===== src/rtl/dmem_arbiter_pkg.sv =====
// Shared types and constants for the data-memory arbiter.
// Port identifiers, default widths and the read-return tag.
package dmem_arb_pkg;

  localparam int DMEM_AW = 32;
  localparam int DMEM_DW = 32;

  localparam logic PORT_CPU = 1'b0;
  localparam logic PORT_AES = 1'b1;

  typedef struct packed {
    logic vld;
    logic id;
  } rd_tag_t;

endpackage


===== src/rtl/dmem_arbiter_if.sv =====
// Bus bundle between the two requesters, the arbiter and DataMemory.
// slave = arbiter view, master = requesters plus memory view.
interface dmem_arbiter_if
  import dmem_arb_pkg::*;
#(
  parameter int AW = DMEM_AW,
  parameter int DW = DMEM_DW
);

  logic          req0;
  logic          req1;
  logic          we0;
  logic          we1;
  logic          lock0;
  logic          lock1;
  logic [AW-1:0] addr0;
  logic [AW-1:0] addr1;
  logic [DW-1:0] wdata0;
  logic [DW-1:0] wdata1;
  logic          gnt0;
  logic          gnt1;
  logic          rvalid0;
  logic          rvalid1;
  logic [DW-1:0] rdata0;
  logic [DW-1:0] rdata1;
  logic [AW-1:0] mem_a;
  logic [DW-1:0] mem_wd;
  logic          mem_we;
  logic [DW-1:0] mem_rd;

  modport slave (
    input  req0, req1,
    input  we0, we1,
    input  lock0, lock1,
    input  addr0, addr1,
    input  wdata0, wdata1,
    input  mem_rd,
    output gnt0, gnt1,
    output rvalid0, rvalid1,
    output rdata0, rdata1,
    output mem_a, mem_wd, mem_we
  );

  modport master (
    output req0, req1,
    output we0, we1,
    output lock0, lock1,
    output addr0, addr1,
    output wdata0, wdata1,
    output mem_rd,
    input  gnt0, gnt1,
    input  rvalid0, rvalid1,
    input  rdata0, rdata1,
    input  mem_a, mem_wd, mem_we
  );

endinterface


===== src/rtl/dmem_arbiter_rd_tag_pipe.sv =====
// Read-return tag delay line matching the memory read latency.
// Tail entry marks which port owns the data now on mem_rd.
module dmem_rd_tag_pipe
  import dmem_arb_pkg::*;
#(
  parameter int READ_LATENCY = 1
) (
  input  logic    clk,
  input  logic    clr_i,
  input  rd_tag_t tag_i,
  output rd_tag_t tag_o
);

  rd_tag_t pipe_q [READ_LATENCY];

  always_ff @(posedge clk) begin
    if (clr_i) begin
      for (int i = 0; i < READ_LATENCY; i++) begin
        pipe_q[i] <= '0;
      end
    end else begin
      pipe_q[0] <= tag_i;
      for (int i = 1; i < READ_LATENCY; i++) begin
        pipe_q[i] <= pipe_q[i-1];
      end
    end
  end

  assign tag_o = pipe_q[READ_LATENCY-1];

endmodule


===== src/rtl/dmem_arbiter.sv =====
// Two-port round-robin arbiter with locked bursts in front of DataMemory.
// Grants are combinational; read data is steered back by a tag pipe.
module dmem_arbiter
  import dmem_arb_pkg::*;
#(
  parameter int AW           = DMEM_AW,
  parameter int DW           = DMEM_DW,
  parameter int READ_LATENCY = 1,
  parameter int MAX_BURST    = 4
) (
  input  logic          clk,
  input  logic          reset,
  dmem_arbiter_if.slave bus
);

  localparam int            CW   = $clog2(MAX_BURST + 1);
  localparam logic [CW-1:0] BMAX = CW'(MAX_BURST);
  localparam logic [CW-1:0] ONE  = CW'(1);

  logic [1:0]    req;
  logic [1:0]    lock;
  logic [1:0]    we;
  logic [1:0]    gnt;
  logic          sel;
  logic          acc;
  logic          lock_act;
  logic          last_owner_q;
  logic          last_owner_d;
  logic [CW-1:0] burst_cnt_q;
  logic [CW-1:0] burst_cnt_d;
  logic [AW-1:0] addr_sel;
  logic [DW-1:0] wdata_sel;
  rd_tag_t       tag_in;
  rd_tag_t       tag_out;
  logic          rv0;
  logic          rv1;

  assign req  = {bus.req1, bus.req0} & {2{~reset}};
  assign lock = {bus.lock1, bus.lock0};
  assign we   = {bus.we1, bus.we0};

  // Owner keeps priority until the burst hits MAX_BURST beats.
  assign lock_act = (burst_cnt_q != '0)
                  && (burst_cnt_q < BMAX)
                  && req[last_owner_q];

  always_comb begin
    gnt = '0;
    unique case (1'b1)
      lock_act:
        gnt[last_owner_q] = 1'b1;
      (!lock_act && req == 2'b11):
        gnt[~last_owner_q] = 1'b1;
      (!lock_act && req == 2'b01):
        gnt[0] = 1'b1;
      (!lock_act && req == 2'b10):
        gnt[1] = 1'b1;
      default: ;
    endcase
  end

  assign acc = |gnt;
  assign sel = gnt[1];

  assign addr_sel  = sel ? bus.addr1 : bus.addr0;
  assign wdata_sel = sel ? bus.wdata1 : bus.wdata0;

  assign bus.gnt0   = gnt[0];
  assign bus.gnt1   = gnt[1];
  assign bus.mem_a  = acc ? addr_sel : '0;
  assign bus.mem_wd = acc ? wdata_sel : '0;
  assign bus.mem_we = acc & we[sel];

  always_comb begin
    last_owner_d = last_owner_q;
    burst_cnt_d  = '0;
    if (acc) begin
      last_owner_d = sel;
      if (lock[sel]) begin
        if (sel == last_owner_q && lock_act) begin
          burst_cnt_d = burst_cnt_q + ONE;
        end else begin
          burst_cnt_d = ONE;
        end
      end
    end
  end

  always_ff @(posedge clk) begin
    if (reset) begin
      last_owner_q <= PORT_AES;
      burst_cnt_q  <= '0;
    end else begin
      last_owner_q <= last_owner_d;
      burst_cnt_q  <= burst_cnt_d;
    end
  end

  always_comb begin
    tag_in     = '0;
    tag_in.vld = acc & ~we[sel];
    tag_in.id  = sel;
  end

  dmem_rd_tag_pipe #(
    .READ_LATENCY(READ_LATENCY)
  ) u_tag_pipe (
    .clk  (clk),
    .clr_i(reset),
    .tag_i(tag_in),
    .tag_o(tag_out)
  );

  // Data already on mem_rd during reset belongs to a dropped read.
  assign rv0 = tag_out.vld & (tag_out.id == PORT_CPU) & ~reset;
  assign rv1 = tag_out.vld & (tag_out.id == PORT_AES) & ~reset;

  assign bus.rvalid0 = rv0;
  assign bus.rvalid1 = rv1;
  assign bus.rdata0  = rv0 ? bus.mem_rd : '0;
  assign bus.rdata1  = rv1 ? bus.mem_rd : '0;

endmodule


===== src/flat_wrapper.sv =====
// flat-port wrapper written by rule: the top's interface ports become plain ports
module dmem_arbiter_flat import dmem_arb_pkg::*;
#(
  parameter int AW           = DMEM_AW,
  parameter int DW           = DMEM_DW,
  parameter int READ_LATENCY = 1,
  parameter int MAX_BURST    = 4
)
  (clk, reset, bus_req0, bus_req1, bus_we0, bus_we1, bus_lock0, bus_lock1, bus_addr0, bus_addr1, bus_wdata0, bus_wdata1, bus_mem_rd, bus_gnt0, bus_gnt1, bus_rvalid0, bus_rvalid1, bus_rdata0, bus_rdata1, bus_mem_a, bus_mem_wd, bus_mem_we);
  dmem_arbiter_if #(.AW(AW), .DW(DW)) bus_i ();
  input  logic clk;
  input  logic reset;
  input wire logic [$bits(bus_i.req0)-1:0] bus_req0;
  input wire logic [$bits(bus_i.req1)-1:0] bus_req1;
  input wire logic [$bits(bus_i.we0)-1:0] bus_we0;
  input wire logic [$bits(bus_i.we1)-1:0] bus_we1;
  input wire logic [$bits(bus_i.lock0)-1:0] bus_lock0;
  input wire logic [$bits(bus_i.lock1)-1:0] bus_lock1;
  input wire logic [$bits(bus_i.addr0)-1:0] bus_addr0;
  input wire logic [$bits(bus_i.addr1)-1:0] bus_addr1;
  input wire logic [$bits(bus_i.wdata0)-1:0] bus_wdata0;
  input wire logic [$bits(bus_i.wdata1)-1:0] bus_wdata1;
  input wire logic [$bits(bus_i.mem_rd)-1:0] bus_mem_rd;
  output wire logic [$bits(bus_i.gnt0)-1:0] bus_gnt0;
  output wire logic [$bits(bus_i.gnt1)-1:0] bus_gnt1;
  output wire logic [$bits(bus_i.rvalid0)-1:0] bus_rvalid0;
  output wire logic [$bits(bus_i.rvalid1)-1:0] bus_rvalid1;
  output wire logic [$bits(bus_i.rdata0)-1:0] bus_rdata0;
  output wire logic [$bits(bus_i.rdata1)-1:0] bus_rdata1;
  output wire logic [$bits(bus_i.mem_a)-1:0] bus_mem_a;
  output wire logic [$bits(bus_i.mem_wd)-1:0] bus_mem_wd;
  output wire logic [$bits(bus_i.mem_we)-1:0] bus_mem_we;
  assign bus_i.req0 = bus_req0;
  assign bus_i.req1 = bus_req1;
  assign bus_i.we0 = bus_we0;
  assign bus_i.we1 = bus_we1;
  assign bus_i.lock0 = bus_lock0;
  assign bus_i.lock1 = bus_lock1;
  assign bus_i.addr0 = bus_addr0;
  assign bus_i.addr1 = bus_addr1;
  assign bus_i.wdata0 = bus_wdata0;
  assign bus_i.wdata1 = bus_wdata1;
  assign bus_i.mem_rd = bus_mem_rd;
  assign bus_gnt0 = bus_i.gnt0;
  assign bus_gnt1 = bus_i.gnt1;
  assign bus_rvalid0 = bus_i.rvalid0;
  assign bus_rvalid1 = bus_i.rvalid1;
  assign bus_rdata0 = bus_i.rdata0;
  assign bus_rdata1 = bus_i.rdata1;
  assign bus_mem_a = bus_i.mem_a;
  assign bus_mem_wd = bus_i.mem_wd;
  assign bus_mem_we = bus_i.mem_we;
  dmem_arbiter #(.AW(AW), .DW(DW), .READ_LATENCY(READ_LATENCY), .MAX_BURST(MAX_BURST)) u_core (.clk(clk), .reset(reset), .bus(bus_i));
endmodule

===== config.mk =====
export PLATFORM = sky130hd
export DESIGN_NAME = dmem_arbiter_flat
export DESIGN_NICKNAME = d
export VERILOG_FILES = /design/src/rtl/dmem_arbiter_pkg.sv /design/src/rtl/dmem_arbiter_if.sv /design/src/rtl/dmem_arbiter_rd_tag_pipe.sv /design/src/rtl/dmem_arbiter.sv /design/src/flat_wrapper.sv
export SDC_FILE = /design/constraint.sdc
export NUM_CORES = 1
export LEC_CHECK = 0
export ABC_AREA = 1
export CAP_MARGIN = 20
export CORE_AREA = 4 4 115 117
export CTS_BUF_LIST = sky130_fd_sc_hd__clkbuf_4
export DETAILED_ROUTE_END_ITERATION = 8
export DIE_AREA = 0 0 119 121
export HOLD_SLACK_MARGIN = 0.15
export REMOVE_ABC_BUFFERS = 1
export SYNTH_ARGS = -nofsm -noshare
export SYNTH_HDL_FRONTEND = slang
export SYNTH_SLANG_ARGS = --single-unit

===== constraint.sdc =====
create_clock -name clk -period 2.4 [get_ports clk]
set_input_delay 0.48 -clock clk [delete_from_list [all_inputs] [get_ports clk]]
set_output_delay 0.48 -clock clk [all_outputs]
set_load 0.1 [all_outputs]

==> results of run 1 <==
-- metal layers --
metal	vias to the layer above	global-route usage, %	wire length, µm
li1	1774	-	-
met1	1737	18.5	5580
met2	204	35.5	8530
met3	16	5.83	1330
met4	0	2.75	203
met5	-	0	0
-- power groups by stage --
stage / Sequential [mW] / Clock, mW / Combinational, mW
CTS: 0.113 / 0.0967 / 3.15
global placement: 0.114 / 0 / 2.91
detailed placement: 0.114 / 0 / 2.93
finish: 0.113 / 0.0949 / 3.38
global route: 0.114 / 0.103 / 3.48
floorplan: 0.112 / 0 / 1.65
-- cell families (layout without fill, tap and decap cells) --
| kind of cell | Yosys count | in the layout | share of synthesized area (%) |
|---|---|---|---|
| AO/OA/AOI/OAI | 68 | 68 | 21.7 |
| adder cells (fa/ha/maj) | 2 | 2 | 1.37 |
| XOR/XNOR | 1 | 1 | 0.479 |
| buffers and inverters | 72 | 396 | 21.6 |
| flip-flops | 6 | 6 | 6.57 |
| AND/OR/NAND/NOR | 220 | 221 | 48.3 |
-- flip-flops by register name (all words and copies together) (netlist names) --
register	cells
u_core.burst_cnt_q	3
u_core.u_tag_pipe.pipe_q	2
u_core.last_owner_q	1
-- worst paths after layout --
check | slack [ns] | start | to | cells after the start
max | -0.16 | u_core.burst_cnt_q[0] | bus_mem_wd[21] | 12
min | 0.57 | u_core.burst_cnt_q[2] | u_core.burst_cnt_q[2] | 2
min reg2reg | 0.57 | u_core.burst_cnt_q[2] | u_core.burst_cnt_q[2] | 2
max reg2reg | 0.41 | u_core.burst_cnt_q[0] | u_core.u_tag_pipe.pipe_q[0][1] | 12
-- critical path, delay by kind of cell, from the launching register on --
family	cells	cell delay (ns)
adder cells (fa/ha/maj)	1	0.16
AND/OR/NAND/NOR	6	0.63
buffers and inverters	5	0.70
flip-flops	1	0.33
-- cells in the mapped netlist, drive strengths merged --
cell	instances	area share (%)
nand3	4	1.8
and2b	1	0.41
nor3	2	0.82
a21boi	2	1.4
buf	21	11
o21ai	1	0.27
ha	2	1.4
nor2	196	41
dfxtp	6	6.6
clkbuf	6	1.2
xnor2	1	0.48
nand2	15	3.6
a21oi	64	20
inv	45	9.2
o211ai	1	0.41
nand4	2	1.0
-- area by class of cell --
type	instances	area share (%)
clock buffer	3	0.295
inverter	45	2.21
multi-input combinational	292	25.8
sequential	6	1.60
tap	172	2.82
timing repair buffer	348	67.3
-- what timing repair did --
action                                  4_1_cts  5_1_grt
setup buffers                                11        5
pin swaps                                    13       25
gates cloned                                  8        9
endpoints found under the setup margin       68       67
gates resized for setup                      87      114
==> impl_metrics.py, run 1 <==
metrics = {
    "detailed_routing": {
        "routedWlPerCell_um": 18.1,
        "drtIter0Drc": 147,
        "ant_nets": 0,
        "routed_via_density": 4.31,
        "drtPass1Iterations": 4,
        "drc": 0,
        "routed_wl_mm": 15.7,
        "dr_total_vias": 3731,
    },
    "cts": {
        "cts_buffer_depth": 2,
        "clk_pin_slew_worst_paths_ns": 0.05,
        "cts_hold_buffers": 0,
        "clk_latency_ns": 0.24,
        "cts.sinks": 6,
        "cts_buffers": 3,
        "cts_root_buf": "clkbuf_4",
        "cts_tree": "built",
        "cts.htree.levels": 1,
    },
    "timing": {
        "max_freq_mhz": 390,
        "worst_slew_pin_slew_ns": 0.336,
        "fin_crit_ns": 2.56,
        "report.final.slew_viol_count": 0,
        "setup_viol": 65,
        "slew_headroom_pct": 77.6,
        "hold_viol": 0,
        "whs_ns": 0.567,
        "setup_slack_ns": -0.162,
        "tns_ns": -6.84,
        "grt_setup_unrepaired": "yes",
        "min_period_over_period_pct": 107,
        "fin_skew_ns": 0.00500,
    },
    "floorplan": {
        "ios": 301,
        "initial_utilization_pct": 14.8,
        "row_count": 41,
        "fp.dieW_um": 119,
        "fp.dieArea_um2": 14400,
        "dieHeight_um": 121,
        "fp.coreArea_um2": 12400,
    },
    "power": {
        "p_sw_mw": 2.11,
        "combinationalPowerShare_pct": 94.2,
        "power_mw": 3.59,
        "ir_drop_uv": 366,
        "switching_share_pct": 58.6,
        "leakage_nw": 3.19,
        "clockPowerShare_pct": 2.6,
        "p_int_mw": 1.49,
        "seq_power_share_pct": 3.1,
        "power_per_cell_area_nw_per_um2": 470,
    },
    "grt": {
        "grtUsageTotal_pct": 17.9,
        "antenna_found_initial": 0,
        "grt_pass1_vias": 3808,
        "overflow": 0,
        "grt_max_degree": 40,
        "grt_pass1_wl_mm": 20.7,
    },
    "synthesis": {
        "yosys_warnings": 0,
        "yosysSeqAreaShare_pct": 6.57,
        "synth-seq-cells": 6,
        "synthDistinctLibCells": 26,
        "postSynthAreaPerCell_um2": 4.95,
        "postSynthCellCount": 369,
        "syn_area_um2": 1830,
    },
    "placement": {
        "placed_cell_area_um2": 6380,
        "dpl.cell_count": 831,
        "place_hpwl_mm": 10.8,
        "place_ws_ns": -0.435,
        "port_buffers": 300,
        "gp_congestion": 0.793,
    },
    "setup_path": {
        "cp.required_ns": 1.92,
        "setup.worst_path.end_class": "output port",
        "worstPathMaxFanout": 10,
        "crit_chain": "inv_2, ha_4, nor2_4, nand3_4, buf_4, nand2_2, nand2_4, buf_4, clkbuf_16, nor2_1, nor2_2, buf_12",
        "slowest_delay_ns": 0.33,
        "path_class": "reg2out",
        "cp.arrival_ns": 2.08,
        "start_kind": "flip-flop",
        "critPathMostFrequentCell": "buf_4",
        "slowest_stage": "dfxtp_2",
    },
    "outcome": {
        "violations": "negative setup slack",
        "status": "finished with violations",
    },
    "cells_and_area": {
        "multiInputGateArea_um2": 1970,
        "seq_area_um2": 123,
        "final_cell_mix": "clkdlybuf4s50_1, buf_12, nor2_1",
        "syn_to_final_growth_pct": 318,
        "final_area_um2": 7640,
        "finalNonFillerCells": 866,
        "drive_gt1_share_pct": 49.7,
        "finalCoreUtilization_pct": 61.8,
        "nets": 866,
        "num-fill-cells": 963,
        "mostFrequentLayoutCell": "clkdlybuf4s50_1",
        "antenna_cells_inserted": 0,
    },
    "flow_run": {
        "drv_cap": 0,
    },
    "worst_hold_path": {
        "hold_path.class": "reg2reg",
    },
}
No activity file was read; power rests on OpenSTA's default activity.
==> inputs of run 2 (changes only) <==
- CTS_CLUSTER_SIZE: default -> 10
- HOLD_SLACK_MARGIN: 0.15 -> default
==> results of run 2 <==
Same layout as run 1: the final DEF is identical, and so are final timing and power.
==> inputs of run 3 (changes only) <==
- CORE_AREA: 4 4 115 117 -> 4 4 114 116
- CTS_BUF_LIST: sky130_fd_sc_hd__clkbuf_4 -> sky130_fd_sc_hd__clkbuf_4 sky130_fd_sc_hd__clkbuf_8 sky130_fd_sc_hd__clkbuf_16
- DIE_AREA: 0 0 119 121 -> 0 0 118 120
==> run 3 against run 2 <==
The flow still finishes with violations (negative setup slack); utilization grew 7.4 points; via count grew 2.7%; total power grew 11%; routed wire length grew 8.8%; sequential share of layout area shrank 0.12 points.
==> impl_metrics.py, run 3 (same netlist as run 1, synthesis figures left out) <==
metrics = {
    "outcome": {
        "status": "finished with violations",
        "violations": "negative setup slack",
    },
    "timing": {
        "report.final.slew_viol_count": 0,
        "worst_slew_pin_slew_ns": 0.288,
        "setup_slack_ns": -0.0871,
        "hold_viol": 0,
        "min_period_over_period_pct": 104,
        "setup_viol": 65,
        "fin_crit_ns": 2.49,
        "fin_skew_ns": 0.000790,
        "max_freq_mhz": 402,
        "tns_ns": -3.53,
        "grt_setup_unrepaired": "yes",
        "slew_headroom_pct": 80.7,
    },
    "setup_path": {
        "r2r-end": "u_core.burst_cnt_q[1]",
        "worstPathMaxFanout": 8,
        "crit_end": "bus_mem_wd[7]",
        "r2r-start": "u_core.burst_cnt_q[0]",
        "start_kind": "flip-flop",
        "cp.required_ns": 1.92,
        "path_class": "reg2out",
        "setup.worst_path.end_class": "output port",
        "cp.arrival_ns": 2.01,
        "startpoint": "u_core.burst_cnt_q[0]",
        "rr_worst_depth": 13,
        "r2r_slack_ns": 0.46,
    },
    "floorplan": {
        "fp.dieW_um": 118,
        "ios": 301,
        "fp.coreArea_um2": 11900,
        "initial_utilization_pct": 15.3,
        "row_count": 40,
        "fp.dieArea_um2": 14200,
        "dieHeight_um": 120,
    },
    "placement": {
        "port_buffers": 300,
        "gp_congestion": 0.864,
        "place_hpwl_mm": 11.1,
        "dpl.cell_count": 805,
    },
    "cells_and_area": {
        "syn_to_final_growth_pct": 351,
        "final_cell_mix": "clkdlybuf4s50_1, buf_12, nor2_1",
        "antenna_cells_inserted": 0,
        "drive_gt1_share_pct": 54.9,
        "largest-register": "u_core.burst_cnt_q",
        "finalCoreUtilization_pct": 69.2,
        "largest_reg_flops": 3,
        "finalNonFillerCells": 854,
        "largest_registers": "u_core.burst_cnt_q: 3 flops, u_core.u_tag_pipe.pipe_q: 2 flops, u_core.last_owner_q: 1 flops",
        "num-fill-cells": 834,
        "nets": 879,
        "mostFrequentLayoutCell": "clkdlybuf4s50_1",
    },
    "cts": {
        "cts_tree": "built",
        "cts_root_buf": "clkbuf_16",
        "cts_hold_buffers": 0,
        "cts_buffer_depth": 2,
        "clk_latency_ns": 0.23,
        "cts.sinks": 6,
        "cts.htree.levels": 1,
        "clk_pin_slew_worst_paths_ns": 0.03,
        "cts_buffers": 3,
    },
    "worst_hold_path": {
        "hold_path.class": "reg2reg",
    },
    "detailed_routing": {
        "routedWlPerCell_um": 19.9,
        "drtPass1Iterations": 4,
        "routed_wl_mm": 17.0,
        "ant_nets": 0,
        "drtIter0Drc": 164,
        "drc": 0,
        "dr_total_vias": 3832,
        "routed_via_density": 4.49,
    },
    "grt": {
        "grt_max_degree": 34,
        "grt_pass1_vias": 4076,
        "overflow": 0,
        "grt_pass1_wl_mm": 22.4,
        "antenna_found_initial": 0,
        "grtUsageTotal_pct": 19.8,
    },
    "power": {
        "ir_drop_uv": 360,
        "leakage_nw": 3.37,
        "power_per_cell_area_nw_per_um2": 484,
        "power_mw": 3.99,
    },
    "flow_run": {
        "drv_cap": 0,
    },
}
[run 3: cell count changes in the layout (fill, tap and decap cells not counted), moves of 7 or more]
cell	delta
a21oi_1	-9
nor2_1	-17
buf_12	+7
a21oi_4	+30
nor2_4	+20
a21oi_2	-21
[run 3: area by class of cell]
cell class	count	area [µm²]	area share, %
inverters	45	169	2.05
clock buffers	3	75.1	0.910
multi-input cells	291	2370	28.8
flip-flops and latches	6	123	1.49
repair buffers	362	5320	64.6
well taps	147	184	2.23
[run 3: worst min path at each step]
stage / start / to / depth (start not counted)
3_3_place_gp: u_core.burst_cnt_q[2] / u_core.burst_cnt_q[2] / 2
5_1_grt: u_core.burst_cnt_q[0] / u_core.burst_cnt_q[0] / 3
3_5_place_dp: u_core.burst_cnt_q[2] / u_core.burst_cnt_q[2] / 2
2_1_floorplan: u_core.burst_cnt_q[2] / u_core.burst_cnt_q[2] / 2
6_report: u_core.burst_cnt_q[2] / u_core.burst_cnt_q[2] / 2
4_1_cts: u_core.burst_cnt_q[2] / u_core.burst_cnt_q[2] / 2
[run 3: stage by stage]
stage,cell area [µm²],worst slack (ns),hold WS [ns]
6_report,8250,-0.0871,0.591
4_1_cts,7200,-0.175,0.581
3_3_place_gp,6340,-0.411,0.548
2_1_floorplan,1600,-3.38,0.535
3_5_place_dp,6340,-0.463,0.571
5_1_grt,8250,-0.156,0.615
[run 3: what timing repair did]
item / in CTS / in global routing
resized for setup: 113 / 176
cloned: 7 / 11
endpoints found under the setup margin: 69 / 95
buffers inserted: 20 / 9
pin swaps: 27 / 34
[run 3: power breakdown]
group	switching (mW)	total, mW	leakage [nW]	internal, mW
logic	2.17	3.60	3.29	1.43
registers	0.00523	0.114	0.0500	0.108
clock network	0.0624	0.277	0.0370	0.214
total	2.24	3.99	3.37	1.75
[run 3: routing by layer]
metal | up-vias | share of wire (%) | wire length, µm | GRT usage (%)
met3 | 40 | 8.9 | 1510 | 8.11
met4 | 0 | 3.0 | 507 | 6.59
met5 | - | 0 | 0 | 0
met1 | 1774 | 34 | 5820 | 19.4
met2 | 217 | 54 | 9190 | 37.5
li1 | 1801 | - | - | -
[run 3: worst max-delay path, cell delays in order, from the launching register on]
cell	delay (ns)
dfxtp_2	0.32
inv_2	0.05
ha_4	0.16
nor2_4	0.14
nand3_4	0.11
a21boi_4	0.20
buf_12	0.14
buf_12	0.11
buf_12	0.15
a21oi_2	0.05
nor2_2	0.14
buf_12	0.19
